[src/rtl/sprite_pkg.sv]
// rtl/sprite_pkg.sv - shared direction encoding and input-code decode for sprite movers
//
// Purpose: direction type, keypad / PS/2 make-code constants and the
// command decoders used by sprite_mover and sprite_addr_gen.
// Ports: none (package).

package sprite_pkg;

    typedef enum logic [1:0] {
        DIR_UP    = 2'b00,
        DIR_DOWN  = 2'b01,
        DIR_LEFT  = 2'b10,
        DIR_RIGHT = 2'b11
    } dir_t;

    localparam logic [4:0] KEY_UP    = 5'h09;
    localparam logic [4:0] KEY_DOWN  = 5'h11;
    localparam logic [4:0] KEY_LEFT  = 5'h0C;
    localparam logic [4:0] KEY_RIGHT = 5'h0E;

    localparam logic [7:0] PS2_UP    = 8'h75;
    localparam logic [7:0] PS2_DOWN  = 8'h72;
    localparam logic [7:0] PS2_LEFT  = 8'h6B;
    localparam logic [7:0] PS2_RIGHT = 8'h74;

    typedef struct packed {
        logic valid;
        dir_t dir;
    } cmd_t;

    function automatic cmd_t decode_key(input logic [4:0] code);
        cmd_t c;
        c.valid = 1'b1;
        c.dir   = DIR_UP;
        case (code)
            KEY_UP:    c.dir = DIR_UP;
            KEY_DOWN:  c.dir = DIR_DOWN;
            KEY_LEFT:  c.dir = DIR_LEFT;
            KEY_RIGHT: c.dir = DIR_RIGHT;
            default:   c.valid = 1'b0;
        endcase
        return c;
    endfunction

    // release_flag set means a key-up event, which never moves the sprite
    function automatic cmd_t decode_ps2(input logic [7:0] code, input logic release_flag);
        cmd_t c;
        c.valid = !release_flag;
        c.dir   = DIR_UP;
        case (code)
            PS2_UP:    c.dir = DIR_UP;
            PS2_DOWN:  c.dir = DIR_DOWN;
            PS2_LEFT:  c.dir = DIR_LEFT;
            PS2_RIGHT: c.dir = DIR_RIGHT;
            default:   c.valid = 1'b0;
        endcase
        return c;
    endfunction

endpackage

[src/rtl/sprite_addr_gen.sv]
// rtl/sprite_addr_gen.sv - registered sprite hit test and rotated sprite-ROM address
//
// Purpose: decides whether the current VGA pixel lies inside the sprite and
// produces the ROM address rotated according to the facing direction.
// Ports:
//   clk, rst            clock, asynchronous active-low reset
//   row_addr, col_addr  current VGA pixel
//   pos_x, pos_y        sprite top-left corner
//   dir                 facing direction (dir_t encoding)
//   hit                 registered in-sprite flag
//   rom_addr            registered rotated ROM address (holds when outside)

module sprite_addr_gen
    import sprite_pkg::*;
#(
    parameter int X_W      = 10,
    parameter int Y_W      = 9,
    parameter int SPR_LOG2 = 5
) (
    input  logic                  clk,
    input  logic                  rst,
    input  logic [Y_W-1:0]        row_addr,
    input  logic [X_W-1:0]        col_addr,
    input  logic [X_W-1:0]        pos_x,
    input  logic [Y_W-1:0]        pos_y,
    input  logic [1:0]            dir,
    output logic                  hit,
    output logic [2*SPR_LOG2-1:0] rom_addr
);

    localparam logic [X_W:0] SPR_X = (X_W+1)'(1 << SPR_LOG2);
    localparam logic [Y_W:0] SPR_Y = (Y_W+1)'(1 << SPR_LOG2);

    logic [X_W:0]            dx_e;
    logic [Y_W:0]            dy_e;
    logic [SPR_LOG2-1:0]     dx;
    logic [SPR_LOG2-1:0]     dy;
    logic                    in_spr;
    logic [2*SPR_LOG2-1:0]   addr_c;

    always_comb begin
        // One extra bit catches pixels left of / above the sprite as a borrow
        dx_e   = {1'b0, col_addr} - {1'b0, pos_x};
        dy_e   = {1'b0, row_addr} - {1'b0, pos_y};
        in_spr = !dx_e[X_W] && (dx_e < SPR_X) && !dy_e[Y_W] && (dy_e < SPR_Y);
        dx     = dx_e[SPR_LOG2-1:0];
        dy     = dy_e[SPR_LOG2-1:0];
        // S-1-v is the bitwise inverse of v within SPR_LOG2 bits
        case (dir)
            DIR_UP:    addr_c = {dx, dy};
            DIR_DOWN:  addr_c = {dx, ~dy};
            DIR_LEFT:  addr_c = {dy, dx};
            default:   addr_c = {dy, ~dx};
        endcase
    end

    always_ff @(posedge clk or negedge rst) begin
        if (!rst) begin
            hit      <= 1'b0;
            rom_addr <= '0;
        end else begin
            hit <= in_spr;
            if (in_spr) begin
                rom_addr <= addr_c;
            end
        end
    end

endmodule

[src/rtl/sprite_mover.sv]
// rtl/sprite_mover.sv - sprite position/direction controller with clamped grid stepping
//
// Purpose: edge-detects keypad and PS/2 direction commands, steps the sprite
// manually or on move_tick in auto mode, and drives the pixel hit/ROM address.
// Optional macro SPRITE_MOVER_WRAP_EN: X axis wraps (tunnel) instead of clamping.
// Ports:
//   clk, rst               clock, asynchronous active-low reset
//   key_code, key_ready    keypad command and its level valid
//   ps2_data, ps2_ready    PS/2 scan data ([7:0] code, [8] release) and level valid
//   auto_en, move_tick     auto-run select and its step pulse
//   row_addr, col_addr     current VGA pixel
//   pos_x, pos_y, dir      sprite state
//   moved, blocked         one-cycle step result pulses
//   hit, rom_addr          registered pixel outputs

module sprite_mover
    import sprite_pkg::*;
#(
    parameter int X_W      = 10,
    parameter int Y_W      = 9,
    parameter int SPR_LOG2 = 5,
    parameter int STEP     = 32,
    parameter int X_MIN    = 0,
    parameter int X_MAX    = 608,
    parameter int Y_MIN    = 0,
    parameter int Y_MAX    = 448,
    parameter int X_INIT   = 320,
    parameter int Y_INIT   = 240
) (
    input  logic                  clk,
    input  logic                  rst,
    input  logic [4:0]            key_code,
    input  logic                  key_ready,
    input  logic [9:0]            ps2_data,
    input  logic                  ps2_ready,
    input  logic                  auto_en,
    input  logic                  move_tick,
    input  logic [Y_W-1:0]        row_addr,
    input  logic [X_W-1:0]        col_addr,
    output logic [X_W-1:0]        pos_x,
    output logic [Y_W-1:0]        pos_y,
    output logic [1:0]            dir,
    output logic                  moved,
    output logic                  blocked,
    output logic                  hit,
    output logic [2*SPR_LOG2-1:0] rom_addr
);

    localparam logic [X_W:0]   XMIN_E  = (X_W+1)'(X_MIN);
    localparam logic [X_W:0]   XMAX_E  = (X_W+1)'(X_MAX);
    localparam logic [X_W:0]   XSTEP_E = (X_W+1)'(STEP);
    localparam logic [Y_W:0]   YMIN_E  = (Y_W+1)'(Y_MIN);
    localparam logic [Y_W:0]   YMAX_E  = (Y_W+1)'(Y_MAX);
    localparam logic [Y_W:0]   YSTEP_E = (Y_W+1)'(STEP);
    localparam logic [X_W-1:0] XMIN_N  = X_W'(X_MIN);
    localparam logic [X_W-1:0] XMAX_N  = X_W'(X_MAX);
    localparam logic [Y_W-1:0] YMIN_N  = Y_W'(Y_MIN);
    localparam logic [Y_W-1:0] YMAX_N  = Y_W'(Y_MAX);

    logic     key_prev;
    logic     ps2_prev;
    // Clear for the first cycle after reset so that ready levels already
    // high at release are captured into the edge registers without firing.
    logic     armed;
    dir_t     dir_q;

    logic     key_fire;
    logic     ps2_fire;
    cmd_t     key_cmd;
    cmd_t     ps2_cmd;
    logic     cmd_valid;
    dir_t     cmd_dir;
    dir_t     step_dir;
    logic     do_step;
    logic     ps2_unused;

    logic [X_W:0]   x_dec_e;
    logic [X_W:0]   x_inc_e;
    logic [Y_W:0]   y_dec_e;
    logic [Y_W:0]   y_inc_e;
    logic           x_under;
    logic           x_over;
    logic           y_under;
    logic           y_over;
    logic [X_W-1:0] nx;
    logic [Y_W-1:0] ny;
    logic           wrapped;

    // Bit 9 of the PS/2 word carries nothing for this block
    assign ps2_unused = ps2_data[9];

    assign key_fire = armed && key_ready && !key_prev;
    assign ps2_fire = armed && ps2_ready && !ps2_prev;
    assign key_cmd  = decode_key(key_code);
    assign ps2_cmd  = decode_ps2(ps2_data[7:0], ps2_data[8]);

    always_comb begin
        cmd_valid = 1'b0;
        cmd_dir   = DIR_UP;
        // PS/2 takes precedence; a keypad command in the same cycle is dropped
        if (ps2_fire && ps2_cmd.valid) begin
            cmd_valid = 1'b1;
            cmd_dir   = ps2_cmd.dir;
        end else if (key_fire && key_cmd.valid) begin
            cmd_valid = 1'b1;
            cmd_dir   = key_cmd.dir;
        end
        step_dir = cmd_valid ? cmd_dir : dir_q;
        do_step  = auto_en ? move_tick : cmd_valid;
    end

    always_comb begin
        x_dec_e = {1'b0, pos_x} - XSTEP_E;
        x_inc_e = {1'b0, pos_x} + XSTEP_E;
        y_dec_e = {1'b0, pos_y} - YSTEP_E;
        y_inc_e = {1'b0, pos_y} + YSTEP_E;
        // A borrow or a result under MIN both mean pos < MIN+STEP
        x_under = x_dec_e[X_W] || (x_dec_e < XMIN_E);
        x_over  = x_inc_e > XMAX_E;
        y_under = y_dec_e[Y_W] || (y_dec_e < YMIN_E);
        y_over  = y_inc_e > YMAX_E;

        nx      = pos_x;
        ny      = pos_y;
        wrapped = 1'b0;
        case (step_dir)
            DIR_UP:   ny = y_under ? YMIN_N : y_dec_e[Y_W-1:0];
            DIR_DOWN: ny = y_over  ? YMAX_N : y_inc_e[Y_W-1:0];
`ifdef SPRITE_MOVER_WRAP_EN
            DIR_LEFT: begin
                nx      = x_under ? XMAX_N : x_dec_e[X_W-1:0];
                wrapped = x_under;
            end
            default: begin
                nx      = x_over ? XMIN_N : x_inc_e[X_W-1:0];
                wrapped = x_over;
            end
`else
            DIR_LEFT: nx = x_under ? XMIN_N : x_dec_e[X_W-1:0];
            default:  nx = x_over  ? XMAX_N : x_inc_e[X_W-1:0];
`endif
        endcase
    end

    always_ff @(posedge clk or negedge rst) begin
        if (!rst) begin
            key_prev <= 1'b0;
            ps2_prev <= 1'b0;
            armed    <= 1'b0;
            pos_x    <= X_W'(X_INIT);
            pos_y    <= Y_W'(Y_INIT);
            dir_q    <= DIR_UP;
            moved    <= 1'b0;
            blocked  <= 1'b0;
        end else begin
            key_prev <= key_ready;
            ps2_prev <= ps2_ready;
            armed    <= 1'b1;
            moved    <= 1'b0;
            blocked  <= 1'b0;
            if (cmd_valid) begin
                dir_q <= cmd_dir;
            end
            if (do_step) begin
                pos_x <= nx;
                pos_y <= ny;
                if (nx != pos_x || ny != pos_y || wrapped) begin
                    moved <= 1'b1;
                end else begin
                    blocked <= 1'b1;
                end
            end
        end
    end

    assign dir = dir_q;

    sprite_addr_gen #(
        .X_W      (X_W),
        .Y_W      (Y_W),
        .SPR_LOG2 (SPR_LOG2)
    ) u_addr_gen (
        .clk      (clk),
        .rst      (rst),
        .row_addr (row_addr),
        .col_addr (col_addr),
        .pos_x    (pos_x),
        .pos_y    (pos_y),
        .dir      (dir_q),
        .hit      (hit),
        .rom_addr (rom_addr)
    );

endmodule
[config.mk]
export PLATFORM = sky130hd
export DESIGN_NAME = sprite_mover
export DESIGN_NICKNAME = d
export VERILOG_FILES = /design/src/rtl/sprite_pkg.sv /design/src/rtl/sprite_addr_gen.sv /design/src/rtl/sprite_mover.sv
export SDC_FILE = /design/constraint.sdc
export NUM_CORES = 1
export LEC_CHECK = 0
export ABC_AREA = 1
export CORE_AREA = 10 10 98 100
export CTS_BUF_LIST = sky130_fd_sc_hd__clkbuf_8
export DETAILED_ROUTE_END_ITERATION = 10
export DIE_AREA = 0 0 108 110
export PLACE_DENSITY = 0.76
export SLEW_MARGIN = 20
export SYNTH_ARGS = -nofsm -noshare
export SYNTH_HDL_FRONTEND = slang
export SYNTH_SLANG_ARGS = --single-unit
export TNS_END_PERCENT = 100
[constraint.sdc]
create_clock -name clk -period 3.8 [get_ports clk]
set_input_delay 0.57 -clock clk [delete_from_list [all_inputs] [get_ports clk]]
set_output_delay 0.57 -clock clk [all_outputs]
set_load 0.02 [all_outputs]
Word level (Yosys, flattened, before mapping)
Cells that the tools add are included.
{"block": "totals", "regBits": 37, "in_bits": 40, "out_inout_bits": 34, "wordCells": 81}
{"block": "classes", "n_addsub": 6, "magnitude_cmp": 6, "eq_ne": 14, "mux": 21, "bitwise_logic": 2, "n_reduce_logical": 22}
{"op": "$eq A8 B7 Y1 const B", "count": 4}
{"op": "$pmux W10 S3", "count": 1}
{"op": "$mux W10", "count": 2}
{"op": "$pmux W10 S2", "count": 1}
{"op": "$mux W9", "count": 2}
{"op": "$pmux W9 S2", "count": 1}
{"op": "$eq A5 B4 Y1 const B", "count": 3}
{"op": "$pmux W2 S3", "count": 2}
{"op": "$add A10 B6 Y11 const B", "count": 1}
{"op": "$gt A11 B10 Y1 const B", "count": 1}
{"op": "$lt A11 B1 Y1 const B", "count": 1}
{"op": "$lt A11 B6 Y1 const B", "count": 1}
{"op": "$sub A10 B10 Y11", "count": 1}
{"op": "$sub A10 B6 Y11 const B", "count": 1}
{"op": "$add A9 B6 Y10 const B", "count": 1}
{"op": "$gt A10 B9 Y1 const B", "count": 1}
{"op": "$lt A10 B1 Y1 const B", "count": 1}
{"op": "$lt A10 B6 Y1 const B", "count": 1}
{"op": "$ne A10 B10 Y1", "count": 1}
{"op": "$not A5 Y5", "count": 2}
{"op": "$sub A9 B6 Y10 const B", "count": 1}
{"op": "$sub A9 B9 Y10", "count": 1}
{"op": "$logic_and A1 B1 Y1", "count": 9}
{"op": "$mux W1", "count": 9}
{"op": "10 further kinds", "count": 22}

Longest topological paths before layout
Gate-level depths: netlist (run 1).
{"block": "logic_depth", "depth_word": 14, "depth_mapped": 20, "depth_no_buf": 20}

Cells and area by module
From an unflattened synthesis (run 1), not the netlist that was laid out.
{"block": "unflattened", "hier_cells": 654, "hier_area_um2": 4157.7}
{"mod": "sprite_mover", "instances": 1, "cells_each": 325, "area_each_um2": 2199.6, "seq_area_each_um2": 658.1}
{"mod": "sprite_addr_gen", "instances": 1, "cells_each": 329, "area_each_um2": 1958.1, "seq_area_each_um2": 275.3}

Worst setup path after synthesis (run 1)
OpenSTA, ideal clock, no wires.
{"block": "synth_path", "path_kind": "in2reg", "from": "input row_addr[0]", "to": "register u_addr_gen.rom_addr[0]", "setup_time_ps": 66, "t_arrival_ps": 2438, "slack_ps": 1296, "path_stages": 15, "path_buffers": 1, "cell_sequence": "inv_1 > ha_1 > inv_1 > fa_1 > nand3_1 > nand2_1 > nand2_1 > nand2_1 > a21oi_1 > xor2_1 > nand2_1 > nor3b_2 > buf_2 > nand4_1 > nand2_1"}
{"block": "synth_via", "elab_chain_len": 4, "elab_cells_between_ends": 7}
{"element": "from (decl)", "line": "sprite_mover.sv:38", "text": "input logic [Y_W-1:0] row_addr,"}
{"element": "$sub A9 B9 Y10 (*)", "line": "sprite_addr_gen.sv:44", "text": "dy_e = {1'b0, row_addr} - {1'b0, pos_y};"}
{"element": "branches (longest 3 deep; another with $lt A10 B6 Y1)"}
{"element": "to (signal assigned)", "line": "sprite_addr_gen.sv:64", "text": "rom_addr <= addr_c;"}
{"element": "to (decl)", "line": "sprite_addr_gen.sv:28", "text": "output logic [2*SPR_LOG2-1:0] rom_addr"}
Every way passes the cells marked *.
A chain may end at the register's enable or synchronous reset.

Worst setup path after layout (run 1)
{"block": "layout_path", "from": "register pos_y[5]", "to": "register u_addr_gen.rom_addr[3]"}
{"block": "layout_via", "elab_chain_len": 4, "elab_cells_between_ends": 5}
{"element": "from (decl)", "line": "sprite_mover.sv:41", "text": "output logic [Y_W-1:0] pos_y,"}
{"element": "from (signal assigned)", "line": "sprite_mover.sv:151", "text": "pos_y <= Y_W'(Y_INIT);"}
{"element": "from (signal assigned)", "line": "sprite_mover.sv:166", "text": "pos_y <= ny;"}
{"element": "$sub A9 B9 Y10 (*)", "line": "sprite_addr_gen.sv:44"}
{"element": "branches (longest 2 deep; another with $lt A10 B6 Y1)"}
{"element": "$logic_and A1 B1 Y1 (*)", "line": "sprite_addr_gen.sv:45", "text": "in_spr = !dx_e[X_W] && (dx_e < SPR_X) && !dy_e[Y_W] && (dy_e < SPR_Y);"}
Marks and branches as above.

==> flow_summary.json, run 1 <==
{
  "slowest_stage": "dfstp_2",
  "fin_cells": 729,
  "start_kind": "flip-flop",
  "placed_cell_area_um2": 4510,
  "grt_pass1_vias": 3473,
  "synthesis.instances": 555,
  "rows": 32,
  "critPathTopFamily": "simple AND/OR/NAND/NOR gates",
  "fill_cells": 728,
  "fin_setup_tns_ns": 0,
  "required_ns": 3.99,
  "ir_drop_v": 0.000282,
  "cts-htree-levels": 2,
  "path_cells": "inv_1 > ha_1 > nand2_1 > nor3_1 > nand3_1 > nand4_1 > nand3b_1 > nor3b_2 > nand3_2 > nand2_1 > nand2_1",
  "grt_use_met2": 0.274,
  "worst_slew_pin_slew_ns": 0.841,
  "drive_gt1_frac": 0.0813,
  "viasPerCell": 5.17,
  "die-width_um": 108,
  "cts_hold_buf": 0,
  "rsz0062_at_grt": "no",
  "crit_type": "reg -> reg",
  "vias": 3766,
  "netlist-cell-type-count": 49,
  "status": "finished, final reports clean",
  "synth_area_per_cell_um2": 6.69,
  "drt_wl_total_um": 9420,
  "leakagePower_nw": 2.32,
  "dp.cells": 721,
  "clockBufferDepth": 2,
  "root_buffer": "clkbuf_8",
  "drtIter0Drc": 134,
  "end_kind": "flip-flop",
  "clock-sinks": 37,
  "synth_area_um2": 3710,
  "max-slew-margin-rel": 0.439,
  "dieArea_um2": 11900,
  "synth_edf_count": 0,
  "max_freq_mhz": 346,
  "cts_tree": "yes",
  "max_stage_delay_ns": 0.63,
  "antenna_cells": 0,
  "cts_setup_buffers": 0,
  "ys.flop_type": "dfrtp_1",
  "overflow": 0,
  "post_cts_resized": 0,
  "place_congestion": 0.919,
  "grt_busiest_layer": "met2",
  "firstDrtPassIters": 4,
  "postLayoutCellArea_um2": 4630,
  "cts_buffers": 5,
  "die_y_um": 110,
  "synth_seq_area_share": 0.251,
  "drc": 0,
  "final_hold_viol_count": 0,
  "detail-route-antenna-nets": 0,
  "setup_viol": 0,
  "port-buffer-count": 72,
  "grtUsageMet3": 0.0383,
  "cp.arrival_ns": 3.08,
  "coreArea_um2": 7650,
  "wire_per_inst_um": 12.9,
  "start_util": 0.485,
  "path_buf_inv": 1,
  "syn_nets": 621,
  "grt_start_max_net_pins": 38,
  "synth-seq-cells": 37,
  "worstPathMaxFanout": 12,
  "antenna_found_initial": 0,
  "power_mw": 2.91,
  "yosys_warnings": 0,
  "path_common_cell": "nand2_1",
  "clk_pin_slew_ns": 0.08,
  "post-route-util": 0.605,
  "min_path_type": "in -> async",
  "ios": 74,
  "period_needed_ns": 2.89,
  "hpwl_um": 7600,
  "fin_crit_sh": 0.761,
  "syn_to_final_growth_pct": 24.6,
  "grt_pass1_wl_um": 15800,
  "powerDensity_nw_per_um2": 628,
  "grt_usage": 0.159,
  "skew_ns": 0.00423,
  "clk_latency_ns": 0.30,
  "max-cap-violations": 0,
  "nets": 692,
  "maxSlewViolCount": 0,
  "use_met1": 0.193,
  "async_reset_ff_frac": 1.00
}
## where the power goes
| group | leakage (nW) | switching (mW) | internal, mW | total (mW) |
|---|---|---|---|---|
| logic | 1.80 | 1.17 | 0.753 | 1.92 |
| registers | 0.464 | 0.134 | 0.504 | 0.637 |
| clock network | 0.0595 | 0.155 | 0.195 | 0.349 |
| total | 2.32 | 1.46 | 1.45 | 2.91 |
## cell usage in the layout, fill, tap and decap left out, types with 2 or more instances in the layout
cell             netlist  layout
nand3b_1               2       2
nor2_1                52      52
xnor2_1                3       3
nor2_2                 4       4
fa_1                   2       2
a21oi_2                2       2
nor3_1                 6       6
nand4_1               25      25
xor2_1                18      18
nand2_1              149     149
clkbuf_8               0       5
a211oi_1               2       2
inv_1                 77      78
inv_2                  2       2
clkdlybuf4s50_1        0      71
buf_4                  1       4
ha_1                  24      24
dfrtp_1               31      31
dfstp_2                6       6
nand2_2                4       4
nand2_4                3       3
nand3_1               51      51
nand3_2                5       5
a21oi_1               22      22
o21ai_0               30      30
## Yosys cell counts, drive strengths merged (6+ instances only)
| cell | instances | area (um2) |
|---|---|---|
| ha | 24 | 300 |
| nand3 | 57 | 323 |
| nor2 | 58 | 251 |
| xor2 | 19 | 174 |
| nor3 | 6 | 30.0 |
| dfstp | 6 | 158 |
| a21oi | 24 | 128 |
| inv | 80 | 303 |
| nand4 | 26 | 169 |
| o21ai | 32 | 164 |
| dfrtp | 31 | 776 |
| buf | 9 | 60.1 |
| nand2 | 156 | 618 |
## worst reg2reg max path, cell delays in order (launching register included)
cell      delay, ns
dfstp_2        0.63
inv_1          0.13
ha_1           0.40
nand2_1        0.15
nor3_1         0.22
nand3_1        0.11
nand4_1        0.37
nand3b_1       0.15
nor3b_2        0.23
nand3_2        0.22
nand2_1        0.12
nand2_1        0.06
## metrics by stage
step | hold slack, ns | setup WS (ns)
after floorplan | 0.274 | 1.30
after global placement | 0.454 | 0.638
after detailed placement | 0.458 | 0.621
after CTS | 0.401 | 0.906
after global routing | 0.433 | 0.675
final | 0.371 | 0.907
## per-layer routing
layer / share of wire / wire [um] / vias up
li1: - / - / 1949
met1: 0.45 / 4250 / 1700
met2: 0.47 / 4380 / 104
met3: 0.067 / 632 / 13
met4: 0.016 / 153 / 0
met5: 0 / 0 / -
## sequential cells by signal, summed over array words and instances, names as in the netlist
register             count
pos_x                   10
u_addr_gen.rom_addr     10
pos_y                    9
dir                      2
armed                    1
blocked                  1
key_prev                 1
moved                    1
ps2_prev                 1
u_addr_gen.hit           1
## cells by family (layout without fill, tap and decap cells)
kind of cell,count (synthesis),after routing,synth area share
adder cells (fa/ha/maj),26,26,0.0917
other,1,1,0.00101
AND/OR/NAND/NOR,312,312,0.401
flip-flops,37,37,0.251
AO/OA/AOI/OAI,64,64,0.0988
XOR/XNOR,22,22,0.0539
buffers and inverters,93,165,0.102
## final timing paths
kind,start,endpoint,slack (ns),cells after the start
min in group clk,pos_y[4]$_DFFE_PN1P_,pos_y[4]$_DFFE_PN1P_,0.47,2
min,rst,u_addr_gen.rom_addr[2]$_DFFE_PN0P_,0.37,1
max,pos_y[5]$_DFFE_PN1P_,u_addr_gen.rom_addr[3]$_DFFE_PN0P_,0.91,11
max reg2reg,pos_y[5]$_DFFE_PN1P_,u_addr_gen.rom_addr[3]$_DFFE_PN0P_,0.91,11
min reg2reg,pos_y[4]$_DFFE_PN1P_,pos_y[4]$_DFFE_PN1P_,0.47,2
max in group asynchronous,rst,pos_x[9]$_DFFE_PN0P_,2.90,1
## final cells by class
type / count / area (um2) / share of cell area
multi-input combinational: 425 / 2400 / 0.519
sequential: 37 / 933 / 0.202
timing repair buffer: 76 / 746 / 0.161
inverter: 81 / 307 / 0.0663
tap: 102 / 128 / 0.0276
clock buffer: 5 / 68.8 / 0.0149
clock inverter: 3 / 42.5 / 0.00920
Power figures use the tool's default switching activity.
==> run 2: changes to the inputs <==
CORE_AREA = 10 10 99 101   (was 10 10 98 100)
DIE_AREA = 0 0 109 111   (was 0 0 108 110)
PLACE_DENSITY = 0.77   (was 0.76)
clock period = 2.5 ns   (was 3.8 ns; I/O delays follow)
==> flow_summary.json, run 2 (synthesized netlist as in run 1, its figures left out) <==
{
  "status": "finished, violations left",
  "violations": "setup timing",
  "end_kind": "flip-flop",
  "r2r_slack_ns": -0.02,
  "nets": 775,
  "whs_ns": 0.194,
  "post-route-util": 0.712,
  "final_hold_viol_count": 0,
  "setup_viol": 10,
  "syn_to_final_growth_pct": 52.7,
  "powerDensity_nw_per_um2": 1000,
  "maxSlewViolCount": 0,
  "seq_area_um2": 933,
  "coreArea_um2": 7970,
  "multi_input_area_um2": 2760,
  "max-slew-margin-rel": 0.412,
  "grt_pass1_wl_um": 18100,
  "worst_slew_pin_slew_ns": 0.883,
  "drive_gt1_frac": 0.280,
  "leakagePower_nw": 2.88,
  "max-cap-violations": 0,
  "cp.arrival_ns": 2.74,
  "crit_type": "in -> reg",
  "viasPerCell": 5.25,
  "period_needed_ns": 2.55,
  "clk_latency_ns": 0.30,
  "clk_pin_slew_ns": 0.08,
  "drtIter0Drc": 191,
  "antenna_found_initial": 1,
  "worstPathMaxFanout": 5,
  "root_buffer": "clkbuf_8",
  "ios": 74,
  "dp_worst_setup_slack_ns": -0.384,
  "grt_usage": 0.177,
  "wire_per_inst_um": 14.6,
  "grt_start_max_net_pins": 38,
  "detail-route-antenna-nets": 0,
  "final_common_cell": "nand2_1",
  "drt_wl_total_um": 11900,
  "rsz0062_at_grt": "yes",
  "start_kind": "input pin",
  "clockBufferDepth": 2,
  "rows": 33,
  "clock-sinks": 37,
  "cts_hold_buf": 0,
  "grt_pass1_vias": 4161,
  "dieArea_um2": 12100,
  "vias": 4287,
  "fin_crit_sh": 1.02,
  "port-buffer-count": 72,
  "hpwl_um": 8360,
  "fin_setup_tns_ns": -0.414,
  "largestRegisters": "pos_x (10), u_addr_gen.rom_addr (10), pos_y (9)",
  "firstDrtPassIters": 6,
  "cts_buffers": 5,
  "ir_drop_v": 0.000545,
  "skew_ns": 0.00583,
  "cts_tree": "yes",
  "final_cell_mix": "nand2_1 (132), buf_4 (77), inv_1 (72)",
  "required_ns": 2.69,
  "cts-htree-levels": 2,
  "r2r-end": "u_addr_gen.rom_addr[5]$_DFFE_PN0P_",
  "r2r_cells": 15,
  "die-width_um": 109,
  "start_util": 0.466,
  "die_y_um": 111,
  "fill_cells": 600,
  "max_freq_mhz": 392,
  "min_path_type": "in -> async",
  "overflow": 0,
  "drc": 0,
  "setup_slack_ns": -0.0525,
  "r2r-start": "pos_y[0]$_DFFE_PN0P_",
  "place_congestion": 0.886
}
[run 2: timing repair]
action                                  CTS  global route
endpoints found under the setup margin   10            13
resized for setup                        16            80
gates cloned                              2             1
buffers inserted                          7            12
pin swaps                                 7            35
[run 2: cell type report]
class	count	area share
Timing Repair Buffer	157	0.250
Antenna cell	1	0.000441
Clock inverter	3	0.00750
Tap cell	105	0.0232
Multi-Input combinational cell	427	0.487
Inverter	81	0.0545
Sequential cell	37	0.165
Clock buffer	5	0.0121
[run 2: layer usage]
metal  global-route usage  wire length, um
met5                    0                0
met4               0.0466              309
met3               0.0262              707
met2                0.331             6340
met1                0.199             4540
[run 2: where the power goes]
part	internal (mW)	switching, mW
clock network	0.296	0.238
logic	1.92	2.36
registers	0.763	0.108
[run 2: how the worst max path moves through the flow]
stage / slack, ns / endpoint / from / cells past startpoint
6_report: -0.05 / u_addr_gen.rom_addr[5]$_DFFE_PN0P_ / row_addr[3] / 14
5_1_grt: -0.17 / u_addr_gen.rom_addr[5]$_DFFE_PN0P_ / col_addr[3] / 16
4_1_cts: 0.002 / u_addr_gen.rom_addr[4]$_DFFE_PN0P_ / col_addr[0] / 19
3_5_place_dp: -0.38 / u_addr_gen.rom_addr[4]$_DFFE_PN0P_ / col_addr[0] / 15
3_3_place_gp: -0.31 / u_addr_gen.rom_addr[8]$_DFFE_PN0P_ / row_addr[0] / 16
2_1_floorplan: 0.03 / u_addr_gen.rom_addr[0]$_DFFE_PN0P_ / pos_y[7]$_DFFE_PN1P_ / 12
[run 2: through the flow]
step | area, um2 | instances | total power, mW
2_1_floorplan | 3710 | 555 | 3.12
3_3_place_gp | 4990 | 785 | 4.36
3_5_place_dp | 4990 | 785 | 4.46
4_1_cts | 5250 | 802 | 5.22
5_1_grt | 5670 | 816 | 6.16
6_report | 5670 | 816 | 5.68
[run 2: worst max-delay path, cell delays in order]
cell	delay [ns]
clkdlybuf4s50_1	0.46
ha_2	0.31
a21oi_2	0.17
nand2_2	0.09
nand2_1	0.08
nand2_1	0.07
a21oi_2	0.15
xor2_1	0.24
nand2_1	0.13
nor3b_4	0.29
buf_6	0.15
nand3_4	0.10
nand2_2	0.09
nand2_1	0.05
==> run 3: changes to the inputs <==
CORE_AREA = 4 4 93 95   (was 10 10 99 101)
DIE_AREA = 0 0 97 99   (was 0 0 109 111)
==> flow_summary.json, run 3 (synthesized netlist as in run 1, its figures left out) <==
{
  "end_kind": "flip-flop",
  "path_cells": "inv_1 > ha_4 > nand2_2 > o31ai_4 > xor2_1 > nand2_1 > nor3b_4 > buf_6 > clkbuf_16 > nand4_1 > nand2_1",
  "clock-sinks": 37,
  "drc": 0,
  "drtIter0Drc": 162,
  "placed_cell_area_um2": 5000,
  "vias": 4296,
  "cts-htree-levels": 2,
  "rows": 32,
  "wire_per_inst_um": 14.0,
  "syn_to_final_growth_pct": 51.5,
  "setup_viol": 0,
  "start_util": 0.480,
  "required_ns": 2.75,
  "critPathTopFamily": "simple AND/OR/NAND/NOR gates",
  "nets": 767,
  "hpwl_um": 8090,
  "antenna_found_initial": 0,
  "firstDrtPassIters": 6,
  "cp.arrival_ns": 2.72,
  "max-cap-violations": 0,
  "start_kind": "flip-flop",
  "postLayoutCellArea_um2": 5630,
  "antenna_cells": 0,
  "detail-route-antenna-nets": 0,
  "grt_usage": 0.217,
  "grt_pass1_vias": 4119,
  "path_common_cell": "nand2_1",
  "skew_ns": 0.00787,
  "port-buffer-count": 72,
  "overflow": 0,
  "period_needed_ns": 2.47,
  "fill_cells": 571,
  "drt_wl_total_um": 11300,
  "die_y_um": 99,
  "status": "finished, final reports clean",
  "root_buffer": "clkbuf_8",
  "clk_pin_slew_ns": 0.09,
  "worstPathMaxFanout": 5,
  "dieArea_um2": 9600,
  "max-slew-margin-rel": 0.414,
  "rsz0062_at_grt": "yes",
  "drive_gt1_frac": 0.275,
  "crit_type": "reg -> reg",
  "grt_start_max_net_pins": 38,
  "ir_drop_v": 0.000456,
  "grt_pass1_wl_um": 17500,
  "worst_slew_pin_slew_ns": 0.879,
  "max_stage_delay_ns": 0.54,
  "coreArea_um2": 7730,
  "path_buf_inv": 3,
  "clk_latency_ns": 0.30,
  "leakagePower_nw": 2.77,
  "cts_buffers": 5,
  "place_congestion": 0.867,
  "powerDensity_nw_per_um2": 993,
  "slowest_stage": "dfstp_2",
  "final_hold_viol_count": 0,
  "fin_crit_sh": 0.989,
  "post-route-util": 0.728,
  "clockBufferDepth": 2,
  "maxSlewViolCount": 0,
  "die-width_um": 97,
  "power_mw": 5.59,
  "min_path_type": "in -> async",
  "fin_setup_tns_ns": 0,
  "ios": 74,
  "final_cell_mix": "nand2_1 (132), inv_1 (71), buf_4 (69)",
  "final_common_cell": "nand2_1",
  "largestRegisters": "pos_x (10), u_addr_gen.rom_addr (10), pos_y (9)",
  "cts_tree": "yes",
  "max_freq_mhz": 405,
  "viasPerCell": 5.34
}
run 3: stage by stage:
step	cells	hold slack, ns	setup slack, ns
global route	804	0.250	-0.107
finish	804	0.178	0.0287
CTS	795	0.206	0.00262
floorplan	555	0.0794	0.0260
detailed placement	782	0.452	-0.389
global placement	782	0.454	-0.306
run 3: what timing repair did:
action | CTS | global route
resized for setup | 24 | 69
hold buffers | 0 | 0
cloned | 1 | 3
pin swaps | 14 | 33
setup buffers | 4 | 6
endpoints found under the setup margin | 10 | 13
run 3: where the power goes:
group / switching [mW] / internal [mW]
logic: 2.35 / 1.92
registers: 0.103 / 0.763
clock network: 0.260 / 0.198
run 3: path summary, 6_finish.rpt:
| kind | cells after the start | slack [ns] | end | from |
|---|---|---|---|---|
| max | 11 | 0.03 | u_addr_gen.rom_addr[0]$_DFFE_PN0P_ | pos_y[5]$_DFFE_PN1P_ |
| min | 1 | 0.18 | u_addr_gen.rom_addr[1]$_DFFE_PN0P_ | rst |
| max reg2reg | 11 | 0.03 | u_addr_gen.rom_addr[0]$_DFFE_PN0P_ | pos_y[5]$_DFFE_PN1P_ |
| min reg2reg | 2 | 0.47 | pos_y[4]$_DFFE_PN1P_ | pos_y[4]$_DFFE_PN1P_ |
| max in group asynchronous | 1 | 1.77 | pos_x[9]$_DFFE_PN0P_ | rst |
| min in group clk | 2 | 0.47 | pos_y[4]$_DFFE_PN1P_ | pos_y[4]$_DFFE_PN1P_ |
run 3: per-layer routing:
metal / track usage / vias up / part of all wire
li1: - / 2099 / -
met1: 0.241 / 2039 / 0.39
met2: 0.411 / 130 / 0.53
met3: 0.0396 / 28 / 0.051
met4: 0.0799 / 0 / 0.025
met5: 0 / - / 0
run 3: final cells by class:
class | count | area [um2] | share of cell area
clock buffers | 5 | 68.8 | 0.0122
clock inverters | 3 | 21.3 | 0.00378
inverters | 81 | 309 | 0.0549
multi-input cells | 427 | 2800 | 0.498
flip-flops and latches | 37 | 933 | 0.166
well taps | 102 | 128 | 0.0227
repair buffers | 149 | 1370 | 0.243
==> variant 1, RTL diff (settings of run 2) <==
`X_W` is set to 10 in 2 places; all go to 5.
--- a/src/rtl/sprite_addr_gen.sv
+++ b/src/rtl/sprite_addr_gen.sv
@@ -13,7 +13,7 @@
 module sprite_addr_gen
     import sprite_pkg::*;
 #(
-    parameter int X_W      = 10,
+    parameter int X_W      = 5,
     parameter int Y_W      = 9,
     parameter int SPR_LOG2 = 5
 ) (
--- a/src/rtl/sprite_mover.sv
+++ b/src/rtl/sprite_mover.sv
@@ -16,7 +16,7 @@
 module sprite_mover
     import sprite_pkg::*;
 #(
-    parameter int X_W      = 10,
+    parameter int X_W      = 5,
     parameter int Y_W      = 9,
     parameter int SPR_LOG2 = 5,
     parameter int STEP     = 32,
Ports: changed (resized col_addr and pos_x); port bits go from 74 to 64. The function was not compared with the original's and may differ.
==> variant 1 against run 2 <==
  * Final area fell by 41%
  * Count of clock-buffer cells in the layout did not move
  * Area after synthesis fell by 34%
  * Maximum frequency rose by 12%
  * Wire length fell by 46%
  * Worst setup slack improved by 0.28 ns
  * Sequential cell count fell by 5
  * Critical path depth rose by 1
  * Highest routed layer unchanged
  * Power fell by 55%
  * Clock skew barely moved
  * Largest power group unchanged
==> variant 1: results (changes against run 2) <==
Global route
  – First-pass GRT wire length: 10.9 mm (was 18.1 mm)
  – GRT Total Usage: 11.1% (was 17.7%)
  – Vias in the first global route: 2323 (was 4161)
  – Largest net degree at the start of global routing: 33 (was 38)
  – Initial antenna violation count: 0 (was 1)

Detailed routing
  – Wire per inst: 12.5 um (was 14.6 um)
  – Vias per cell: 4.46 (was 5.25)
  – Iter 0 DRT Violations: 141 (was 191)
  – Drt pass-1 iters: 4 (was 6)

Placed design
  – Port Buffers: 62 (was 72)
  – GP Congestion: 0.815 (was 0.886)
  – Pre-CTS setup slack: -0.0450 ns (was -0.384 ns)
  – Detailed Place HPWL: 5.41 mm (was 8.36 mm)

Logic synthesis
  – Seq/Total Area, Yosys: 33.0% (was 25.1%)
  – Synth area leaders: dfrtp_1, nand2_1, inv_1 (was dfrtp_1, nand2_1, ha_1)
  – Ys async rst share: 100% (unchanged)
  – Yosys cell types: 35 (was 49)
  – Post-Syn Nets: 392 (was 621)
  – Synth cell count leaders: nand2_1, inv_1, nor2_1 (unchanged)

Power and ir drop
  – Net Sw Power: 0.00104 W (was 0.00271 W)
  – Lkg Pwr: 1.68 nW (was 2.88 nW)
  – Peak VDD IR: 307 uV (was 545 uV)

Worst hold path
  – Min-Delay Path Depth: 2
  – Worst min path class: reg2reg (was in2async)

CTS
  – Root Driver: clkbuf_8 (unchanged)
  – Setup bufs post-CTS: 0 (was 7)
  – Clk slew on worst S/H paths: 0.07 ns

Final layout
  – Layout cell share with drive strength beyond 1: 9.00% (was 28.0%)
  – Ant diodes: 0 (was 1)
  – Final #Nets: 463 (was 775)
  – Top Registers: u_addr_gen.rom_addr: 10 flops, pos_y: 9 flops, pos_x: 5 flops (was pos_x: 10 flops, u_addr_gen.rom_addr: 10 flops, pos_y: 9 flops)
  – # fillers: 802 (was 600)

Setup path
  – Slowest library cell on the worst path: dfstp_2 (was clkdlybuf4s50_1)
  – Max incr delay on CP: 0.61 ns (was 0.46 ns)
  – Arr. time, crit path: 2.46 ns (was 2.74 ns)
  – CP Max Fanout: 8 (was 5)

Outcome
  – Status: completed (was finished, violations left)

Timing
  – Setup Skew: 0.00624 ns (was 0.00583 ns)
## variant 1: through the flow
step | instances | hold WS, ns | utilization (%) | instance area (um^2)
floorplan | 339 | 0.0794 | - | 2440
global placement | 508 | 0.449 | 40.3 | 3210
detailed placement | 508 | 0.452 | 40.3 | 3210
CTS | 516 | 0.465 | 41.7 | 3330
global route | 516 | 0.493 | 41.8 | 3330
finish | 516 | 0.461 | 41.8 | 3330
## variant 1: critical path, delay by kind of cell, from the launching register on
family | cells | cell delay [ns]
simple gates | 9 | 0.78
flops | 1 | 0.61
buf+inv | 4 | 0.33
fa+ha+maj | 1 | 0.33
compound gates | 1 | 0.14
## variant 1: area by class of cell
| type | instances | area share, % |
|---|---|---|
| clock inverter | 3 | 1.28 |
| inverter | 58 | 6.54 |
| multi-input combinational | 242 | 41.3 |
| clock buffer | 5 | 2.07 |
| tap | 105 | 3.94 |
| sequential | 32 | 24.2 |
| timing repair buffer | 71 | 20.7 |
## variant 1: final timing paths
| path | to | slack [ns] | startpoint |
|---|---|---|---|
| worst max-delay path | moved | 0.22 | pos_y[5] |
| worst min register to register | pos_y[4] | 0.46 | pos_y[4] |
| min in group asynchronous | pos_y[2] | 0.49 | rst |
| max in group asynchronous | pos_y[6] | 1.68 | rst |
| worst min-delay path | pos_y[4] | 0.46 | pos_y[4] |
| worst max register to register | moved | 0.22 | pos_y[5] |
## variant 1: cells by family (layout without fill, tap and decap cells)
group | count (synthesis) | count (layout) | synth area share, %
fa+ha+maj | 18 | 18 | 9.84
flops | 32 | 32 | 33.0
simple gates | 163 | 163 | 30.0
mux | 2 | 2 | 0.820
xor+xnor | 15 | 15 | 5.38
compound gates | 43 | 43 | 9.94
buf+inv | 65 | 137 | 10.9
other cells | 1 | 1 | 0.154
## variant 1: metal layers
layer  part of all wire, %  global-route usage (%)
met5                     0                       0
met4                   1.2                    3.25
met3                   7.5                    4.19
met2                    45                    17.0
met1                    46                    14.0
## variant 1: power groups by stage
stage | logic, W | registers, W | clock network (W)
after floorplan | 0.000709 | 0.000875 | 0
after global placement | 0.00128 | 0.000765 | 0
after detailed placement | 0.00130 | 0.000767 | 0
after CTS | 0.00130 | 0.000758 | 0.000512
after global routing | 0.00145 | 0.000779 | 0.000540
final | 0.00130 | 0.000756 | 0.000496
## variant 1: timing repair
| action | 4_1_cts | 5_1_grt |
|---|---|---|
| gates resized for setup | 0 | 1 |
| hold endpoints to repair | 0 | 0 |
| setup endpoints to repair | 0 | 3 |
==> variant 2, RTL diff (flow settings as in run 2) <==
Made on the original files. Make the reset (`rst`) synchronous in 2 clocked blocks. Comments in the files are not updated.
--- a/src/rtl/sprite_addr_gen.sv
+++ b/src/rtl/sprite_addr_gen.sv
@@ -54,7 +54,7 @@
         endcase
     end
 
-    always_ff @(posedge clk or negedge rst) begin
+    always_ff @(posedge clk) begin
         if (!rst) begin
             hit      <= 1'b0;
             rom_addr <= '0;
--- a/src/rtl/sprite_mover.sv
+++ b/src/rtl/sprite_mover.sv
@@ -142,7 +142,7 @@
         endcase
     end
 
-    always_ff @(posedge clk or negedge rst) begin
+    always_ff @(posedge clk) begin
         if (!rst) begin
             key_prev <= 1'b0;
             ps2_prev <= 1'b0;
Check against the original RTL: differs if rst is asserted again (counterexample within 4 cycles, from zero or initial values and one cycle with rst low); with rst held inactive, the same outputs for 10 cycles.
==> variant 2 against run 2 <==
  * Wire length fell by 4.1%
  * Worst setup slack improved by 0.045 ns
  * Sequential share of layout area fell by 2.3 points
  * Critical endpoint is now u_addr_gen.rom_addr[9]
  * Via count fell by 2.8%
  * Critical path type unchanged
  * Area after synthesis fell by 6.2%
  * The flow still finishes with violations (setup timing)
  * Largest cell class unchanged
  * Sequential cell count did not move
  * Final area fell by 7.1%
Power is not compared: it rests on default switching activity, and its combinational part moved more than twofold at a synthesized area within 25%.
==> variant 2: results (changes against run 2) <==
Timing
  – PnR worst setup slack: -0.00758 ns (was -0.0525 ns)
  – Final setup fails: 5 (was 10)
  – Slew HR: 64.7% (was 41.2%)

Logic synthesis
  – Seq/Total Area, Yosys: 21.3% (was 25.1%)
  – Post-Syn Nets: 602 (was 621)
  – Synth Area in Adders: 9.77% (was 9.17%)
  – Post-synthesis compound-gate area fraction: 12.5% (was 9.88%)
  – Yosys cell types: 42 (was 49)
  – Synth area leaders: dfxtp_1, nand2_1, ha_1 (was dfrtp_1, nand2_1, ha_1)

Setup path
  – Arr. time, crit path: 2.68 ns (was 2.74 ns)
  – R2R Setup Slk: 0.02 ns (was -0.02 ns)
  – CP Max Fanout: 6 (was 5)
  – R2r startpoint: pos_y[0] (unchanged)
  – RR Endpoint: u_addr_gen.rom_addr[9] (was u_addr_gen.rom_addr[5])

Placed design
  – GP Congestion: 0.906 (was 0.886)
  – Detailed Place HPWL: 8.31 mm (was 8.36 mm)

Detailed routing
  – Iter 0 DRT Violations: 254 (was 191)
  – Vias per cell: 5.24 (was 5.25)
  – Wire per inst: 14.3 um (was 14.6 um)
  – Drt pass-1 iters: 5 (was 6)

Global route
  – First-pass GRT wire length: 17.7 mm (was 18.1 mm)
  – GRT Total Usage: 17.2% (was 17.7%)

Final layout
  – Finished Layout Cells: 795 (was 816)
  – Layout cell share with drive strength beyond 1: 26.2% (was 28.0%)

Outcome
  – Status: finished, violations left (unchanged)
  – Failing checks: setup timing (unchanged)

Worst hold path
  – Worst min path class: reg2reg (was in2async)
variant 2: logic make-up after synthesis:
group,count (synthesis)
DFF,37
and+or+nand+nor,284
buffers and inverters,92
adders and majority gates,26
xor gates and xnor gates,21
AOI/OAI and AO/OA,76
variant 2: power by group:
part           leakage (nW)  internal [W]  switching [W]
Sequential            0.304      0.000604      0.0000123
Combinational          2.10      0.000333       0.000391
Clock                0.0491      0.000190       0.000233
Total                  2.45       0.00113       0.000636
variant 2: layout make-up:
type	count	area [um^2]	area share, %
Tap cell	105	131	2.49
Multi-Input combinational cell	408	2610	49.5
Clock inverter	3	13.8	0.261
Timing Repair Buffer	161	1410	26.8
Sequential cell	37	747	14.2
Inverter	76	288	5.46
Clock buffer	5	68.8	1.31
variant 2: worst min-delay path by stage:
stage                                         to                   start  slack, ns  depth (start not counted)
after floorplan                            armed                     rst       0.40                          0
after detailed placement  u_addr_gen.rom_addr[3]  u_addr_gen.rom_addr[3]       0.45                          2
final                     u_addr_gen.rom_addr[4]  u_addr_gen.rom_addr[4]       0.47                          2
after global placement    u_addr_gen.rom_addr[3]  u_addr_gen.rom_addr[3]       0.45                          2
after CTS                 u_addr_gen.rom_addr[3]  u_addr_gen.rom_addr[3]       0.47                          2
after global routing      u_addr_gen.rom_addr[3]  u_addr_gen.rom_addr[3]       0.49                          2
variant 2: repair_timing:
| item | 4_1_cts | 5_1_grt |
|---|---|---|
| setup endpoints to repair | 11 | 13 |
| cloned | 2 | 1 |
| pin swaps | 12 | 25 |
| resized for setup | 26 | 45 |
| setup buffers | 5 | 9 |
variant 2: worst min-delay path, cell delays in order (launching register included):
cell and delay [ns]:
dfxtp_1 0.32, nand2_1 0.06, a21oi_1 0.05
variant 2: stage by stage:
step           area, um^2  hold slack (ns)  total power (W)  util [%]  setup WS [ns]
3_3_place_gp         4790            0.450          0.00127      60.2         -0.338
4_1_cts              5030            0.465          0.00172      63.1        0.00403
5_1_grt              5270            0.493          0.00186      66.1        -0.0843
6_report             5270            0.470          0.00176      66.1       -0.00758
3_5_place_dp         4790            0.454          0.00128      60.2         -0.395
2_1_floorplan        3480            0.403          0.00102         -         0.0809
variant 2: routing by layer:
| metal | GRT usage, % | up-vias |
|---|---|---|
| met4 | 4.22 | 0 |
| li1 | - | 2091 |
| met1 | 19.9 | 1936 |
| met3 | 3.37 | 20 |
| met2 | 30.9 | 122 |
| met5 | 0 | - |
